`src/rtl/eth_tx_frame_arbiter.sv`:
```
// Two-requester Ethernet TX frame arbiter: round-robin per-frame grant, byte
// pass-through to the MAC, truncation of oversize frames and inter-packet gap.
module eth_tx_frame_arbiter #(
    parameter int max_bytes_p  = 1514,
    parameter int ipg_cycles_p = 12
) (
    input  logic       clk_i,
    input  logic       reset_n_i,
    input  logic [7:0] req0_data_i,
    input  logic       req0_v_i,
    input  logic       req0_last_i,
    output logic       req0_ready_o,
    input  logic [7:0] req1_data_i,
    input  logic       req1_v_i,
    input  logic       req1_last_i,
    output logic       req1_ready_o,
    output logic [7:0] tx_data_o,
    output logic       tx_v_o,
    output logic       tx_last_o,
    input  logic       tx_ready_i,
    output logic [1:0] grant_o,
    output logic       trunc_o
);

    typedef enum logic [1:0] {
        ST_IDLE  = 2'd0,
        ST_SEND  = 2'd1,
        ST_DRAIN = 2'd2,
        ST_GAP   = 2'd3
    } state_t;

    localparam logic [10:0] CNT_LAST = 11'(max_bytes_p - 1);
    localparam int GAP_W = (ipg_cycles_p > 2) ? $clog2(ipg_cycles_p) : 1;
    localparam logic [GAP_W-1:0] GAP_LAST = GAP_W'((ipg_cycles_p > 0) ? (ipg_cycles_p - 1) : 0);

    state_t           r_state;
    logic [1:0]       r_grant;
    logic             r_rr;
    logic [10:0]      r_cnt;
    logic [GAP_W-1:0] r_gap_cnt;
    logic             r_trunc;

    state_t           w_state_nxt;
    logic [1:0]       w_grant_nxt;
    logic             w_rr_nxt;
    logic [10:0]      w_cnt_nxt;
    logic [GAP_W-1:0] w_gap_nxt;
    logic             w_trunc_nxt;

    logic [7:0]       w_sel_data;
    logic             w_sel_v;
    logic             w_sel_last;
    logic             w_at_max;
    logic             w_gap_done;
    logic [7:0]       w_tx_data;
    logic             w_tx_v;
    logic             w_tx_last;
    logic             w_rdy0;
    logic             w_rdy1;

    // The granted requester drives the byte path; grant is one-hot so bit 1 picks.
    assign w_sel_data = r_grant[1] ? req1_data_i : req0_data_i;
    assign w_sel_v    = r_grant[1] ? req1_v_i    : req0_v_i;
    assign w_sel_last = r_grant[1] ? req1_last_i : req0_last_i;
    assign w_at_max   = (r_cnt == CNT_LAST);
    assign w_gap_done = (ipg_cycles_p == 0) || (r_gap_cnt == GAP_LAST);

    // State and datapath registers; reset abandons any frame in flight.
    always_ff @(posedge clk_i or negedge reset_n_i) begin
        if (!reset_n_i) begin
            r_state   <= ST_IDLE;
            r_grant   <= 2'b00;
            r_rr      <= 1'b0;
            r_cnt     <= 11'd0;
            r_gap_cnt <= '0;
            r_trunc   <= 1'b0;
        end else begin
            r_state   <= w_state_nxt;
            r_grant   <= w_grant_nxt;
            r_rr      <= w_rr_nxt;
            r_cnt     <= w_cnt_nxt;
            r_gap_cnt <= w_gap_nxt;
            r_trunc   <= w_trunc_nxt;
        end
    end

    // Next-state, counter updates and handshake outputs.
    always_comb begin
        w_state_nxt = r_state;
        w_grant_nxt = r_grant;
        w_rr_nxt    = r_rr;
        w_cnt_nxt   = r_cnt;
        w_gap_nxt   = r_gap_cnt;
        w_trunc_nxt = 1'b0;
        w_tx_data   = 8'd0;
        w_tx_v      = 1'b0;
        w_tx_last   = 1'b0;
        w_rdy0      = 1'b0;
        w_rdy1      = 1'b0;

        case (r_state)
            ST_IDLE: begin
                if (req0_v_i && req1_v_i) begin
                    w_grant_nxt = r_rr ? 2'b10 : 2'b01;
                    w_cnt_nxt   = 11'd0;
                    w_state_nxt = ST_SEND;
                end else if (req0_v_i) begin
                    w_grant_nxt = 2'b01;
                    w_cnt_nxt   = 11'd0;
                    w_state_nxt = ST_SEND;
                end else if (req1_v_i) begin
                    w_grant_nxt = 2'b10;
                    w_cnt_nxt   = 11'd0;
                    w_state_nxt = ST_SEND;
                end else begin
                    w_state_nxt = ST_IDLE;
                end
            end

            ST_SEND: begin
                w_tx_data = w_sel_data;
                w_tx_v    = w_sel_v;
                w_tx_last = w_sel_v && (w_sel_last || w_at_max);
                w_rdy0    = r_grant[0] && tx_ready_i;
                w_rdy1    = r_grant[1] && tx_ready_i;
                if (w_sel_v && tx_ready_i) begin
                    w_cnt_nxt = r_cnt + 11'd1;
                    // At the size limit a frame without last is cut: the rest is drained.
                    if (w_at_max && !w_sel_last) begin
                        w_trunc_nxt = 1'b1;
                        w_state_nxt = ST_DRAIN;
                    end else if (w_sel_last) begin
                        w_gap_nxt   = '0;
                        w_state_nxt = ST_GAP;
                    end else begin
                        w_state_nxt = ST_SEND;
                    end
                end else begin
                    w_state_nxt = ST_SEND;
                end
            end

            ST_DRAIN: begin
                w_rdy0 = r_grant[0];
                w_rdy1 = r_grant[1];
                if (w_sel_v && w_sel_last) begin
                    w_gap_nxt   = '0;
                    w_state_nxt = ST_GAP;
                end else begin
                    w_state_nxt = ST_DRAIN;
                end
            end

            ST_GAP: begin
                if (w_gap_done) begin
                    w_rr_nxt    = r_grant[0];
                    w_grant_nxt = 2'b00;
                    w_state_nxt = ST_IDLE;
                end else begin
                    w_gap_nxt   = r_gap_cnt + GAP_W'(1);
                    w_state_nxt = ST_GAP;
                end
            end

            default: begin
                w_grant_nxt = 2'b00;
                w_state_nxt = ST_IDLE;
            end
        endcase
    end

    assign tx_data_o    = w_tx_data;
    assign tx_v_o       = w_tx_v;
    assign tx_last_o    = w_tx_last;
    assign req0_ready_o = w_rdy0;
    assign req1_ready_o = w_rdy1;
    assign grant_o      = r_grant;
    assign trunc_o      = r_trunc;

endmodule
```
`config.mk`:
```
export PLATFORM = sky130hd
export DESIGN_NAME = eth_tx_frame_arbiter
export DESIGN_NICKNAME = d
export VERILOG_FILES = /design/src/rtl/eth_tx_frame_arbiter.sv
export SDC_FILE = /design/constraint.sdc
export NUM_CORES = 1
export LEC_CHECK = 0
export CELL_PAD_IN_SITES_DETAIL_PLACEMENT = 0
export CELL_PAD_IN_SITES_GLOBAL_PLACEMENT = 1
export CORE_MARGIN = 2
export CORE_UTILIZATION = 29
export CTS_CLUSTER_SIZE = 30
export DETAILED_ROUTE_END_ITERATION = 6
export DONT_BUFFER_PORTS = 1
export PLACE_DENSITY_LB_ADDON = 0.1
export REMOVE_ABC_BUFFERS = 1
export SYNTH_ARGS = -nofsm -noshare
export SYNTH_HDL_FRONTEND = slang
export SYNTH_SLANG_ARGS = --single-unit
```
`constraint.sdc`:
```
create_clock -name clk_i -period 4.7 [get_ports clk_i]
set_input_delay 0.47 -clock clk_i [delete_from_list [all_inputs] [get_ports clk_i]]
set_output_delay 0.47 -clock clk_i [all_outputs]
set_load 0.05 [all_outputs]
```
==> results.cfg <==
[setup_path]
cp-end-kind = output port
worstPathMaxFanout = 16
critPathKind = reg2out
cp-start-kind = flop
critPathRequiredTime_ns = 4.23
worst_ep_arrival_time_ns = 3.03
regToRegSetupSlack_ns = 2.30

[timing]
max_slew_margin_pct = 29.2
finalHoldViolCount = 0
fmax_ghz = 0.285
finalCritPeriodShare_pct = 74.5
worst_pin_slew_ns = 1.06
setup_viol = 0
setup_tns_ns = 0
rsz0062_at_grt = no
slew_violations = 0
min_period_ns = 3.50
hold_slack_ns = 0.355
finalClockSkew_ns = 0.00507

[final_layout]
multi_input_area_um2 = 871
drive_above_1_share_pct = 6.29
syn_to_final_growth_pct = 6.03
nets = 190
regArea_um2 = 526
fillers = 534
stdcell_count = 226
postLayoutCellArea_um2 = 1560
diodes = 0

[yosys]
synth_edf_count = 0
async_flop_share_pct = 100
ys_top_cells_by_area = dfrtp_1 (36%), mux2i_1 (6.8%), ha_1 (5.9%)
ys_warn_count = 0
syn-cell-area_um2 = 1470
ys.flop_type = dfrtp_1
synth_cells = 162
yosysMostFrequentCell = dfrtp_1
ys_ff_latch = 21
synth_cell_types = 44
synth.avg_cell_area_um2 = 9.10
synth_top_area_cell = dfrtp_1
synth.top_cell.area_share_pct = 35.7
seq_area_frac_synth_pct = 35.7
yosys-top-cells-count = dfrtp_1 (21), o21ai_0 (12), nor2_1 (11)

[die]
io_pins = 38
die_area_um2 = 5670
initial_core_util_pct = 30.6
die_y_um = 75.3
dieWidth_um = 75.3
core_um2 = 4820
rows = 25

[grt]
grt_max_degree = 22
first_global_vias = 1210
antenna_found_initial = 0
grt_pass1_wl_um = 5740
grt-ovfl-total = 0
grt.total_usage_pct = 13.2

[place]
dp_hpwl_um = 2460
port_buffers = 0
place_area_um2 = 1510
gp_congestion = 0.712
dp.cells = 221

[power]
combPwrFrac_pct = 52.3
powerDensity_nw_per_um2 = 544
p_seq_share_pct = 33.1
p_sw_w = 0.000457
ir_worst_vdd_mv = 0.288
swShare_pct = 53.8
p_int_w = 0.000393
leakagePower_nw = 0.615
power_frac_clock_pct = 14.6

[min_path]
hold_class = in2reg

[route]
drc = 0
num_vias = 1242
vias_per_cell = 5.50
ant_nets = 0
wirelength_um = 3400
drt_iter0_markers = 87
first_pass_iters = 4
wl_per_cell_um = 15.0

[run_status]
outcome = finished clean

[clock_tree]
clock_sinks = 21
cts_tree = done
insertion_delay_ns = 0.26
cts_buffers = 3
clk_path_buf_depth = 2
cts_root_buf = clkbuf_8
cts_resized = 0
clk_pin_slew_worst_paths_ns = 0.08
h-tree-depth = 1

[job]
max_cap_violations = 0
[power by group through the flow]
| stage | clock [W] | sequential (W) | combinational, W |
|---|---|---|---|
| floorplan | 0 | 0.000275 | 0.000383 |
| global placement | 0 | 0.000284 | 0.000441 |
| detailed placement | 0 | 0.000286 | 0.000444 |
| CTS | 0.000130 | 0.000282 | 0.000451 |
| global route | 0.000140 | 0.000290 | 0.000487 |
| finish | 0.000124 | 0.000282 | 0.000445 |
[flip-flops by register name (all words and copies together) (netlist names)]
signal / flops
r_cnt: 11
r_gap_cnt: 4
grant_o: 2
r_state: 2
r_rr: 1
trunc_o: 1
[path summary, 6_finish.rpt]
kind                            start         end  cells after the start
min in group asynchronous   reset_n_i   r_cnt[10]                      1
hold reg to reg                  r_rr        r_rr                      2
hold / removal             tx_ready_i     trunc_o                      2
setup reg to reg           grant_o[1]    r_cnt[9]                      4
max in group asynchronous   reset_n_i  r_state[0]                      1
setup / recovery           grant_o[1]   tx_last_o                      3
[stage by stage]
stage                     util [%]  total power (W)  worst slack (ns)
after floorplan                  -         0.000658              1.28
after global placement        31.3         0.000724              1.51
after detailed placement      31.3         0.000730              1.47
after CTS                     32.4         0.000863              1.18
after global routing          32.4         0.000916              1.03
final                         32.4         0.000851              1.20
[cell type report]
class / count / area share (%)
clock buffers: 3 / 2.64
clock inverters: 1 / 0.320
inverters: 7 / 1.68
multi-input cells: 126 / 55.7
well taps: 67 / 5.36
flip-flops and latches: 21 / 33.6
repair buffers: 1 / 0.641
[cell families (layout without fill, tap and decap cells)]
family / after synthesis / after routing / share of synthesized area, %
and+or+nand+nor: 62 / 62 / 23.8
muxes: 11 / 11 / 7.81
AOI/OAI and AO/OA: 46 / 46 / 21.6
DFF: 21 / 21 / 35.7
buffers and inverters: 15 / 12 / 5.26
adders and majority gates: 7 / 7 / 5.94
[layer usage]
metal / track usage (%) / vias to the layer above / wire [um]
li1: - / 598 / -
met1: 17.3 / 595 / 1540
met2: 22.1 / 47 / 1640
met4: 2.92 / 0 / 22
met3: 3.31 / 2 / 194
met5: 0 / - / 0
[critical path, cell delays in order, from the launching register on]
cell      delay, ns
dfrtp_1        1.05
mux2_4         0.36
and2_1         0.47
a21boi_1       0.88
[repair_timing]
| item | CTS | global route |
|---|---|---|
| hold buffers | 1 | 0 |
| buffers inserted | 0 | 0 |
| setup endpoints to repair | 0 | 0 |
| endpoints found under the hold margin | 21 | 0 |
[cells in the final DEF (no fill, tap or decap), types with 2 or more instances in the layout]
cell type / n
nor2b_1: 2
o21ai_0: 12
o211ai_1: 3
and2_1: 5
nor2_1: 11
a22oi_1: 2
inv_1: 7
a22o_1: 2
nand2_1: 9
clkbuf_8: 3
or4_1: 4
nand4_1: 5
or3_1: 4
o31ai_1: 6
mux2i_1: 10
ha_1: 7
nand3_1: 10
nand3b_1: 3
a21oi_1: 9
dfrtp_1: 21
o22ai_1: 2
(Power assumes the default switching activity.)
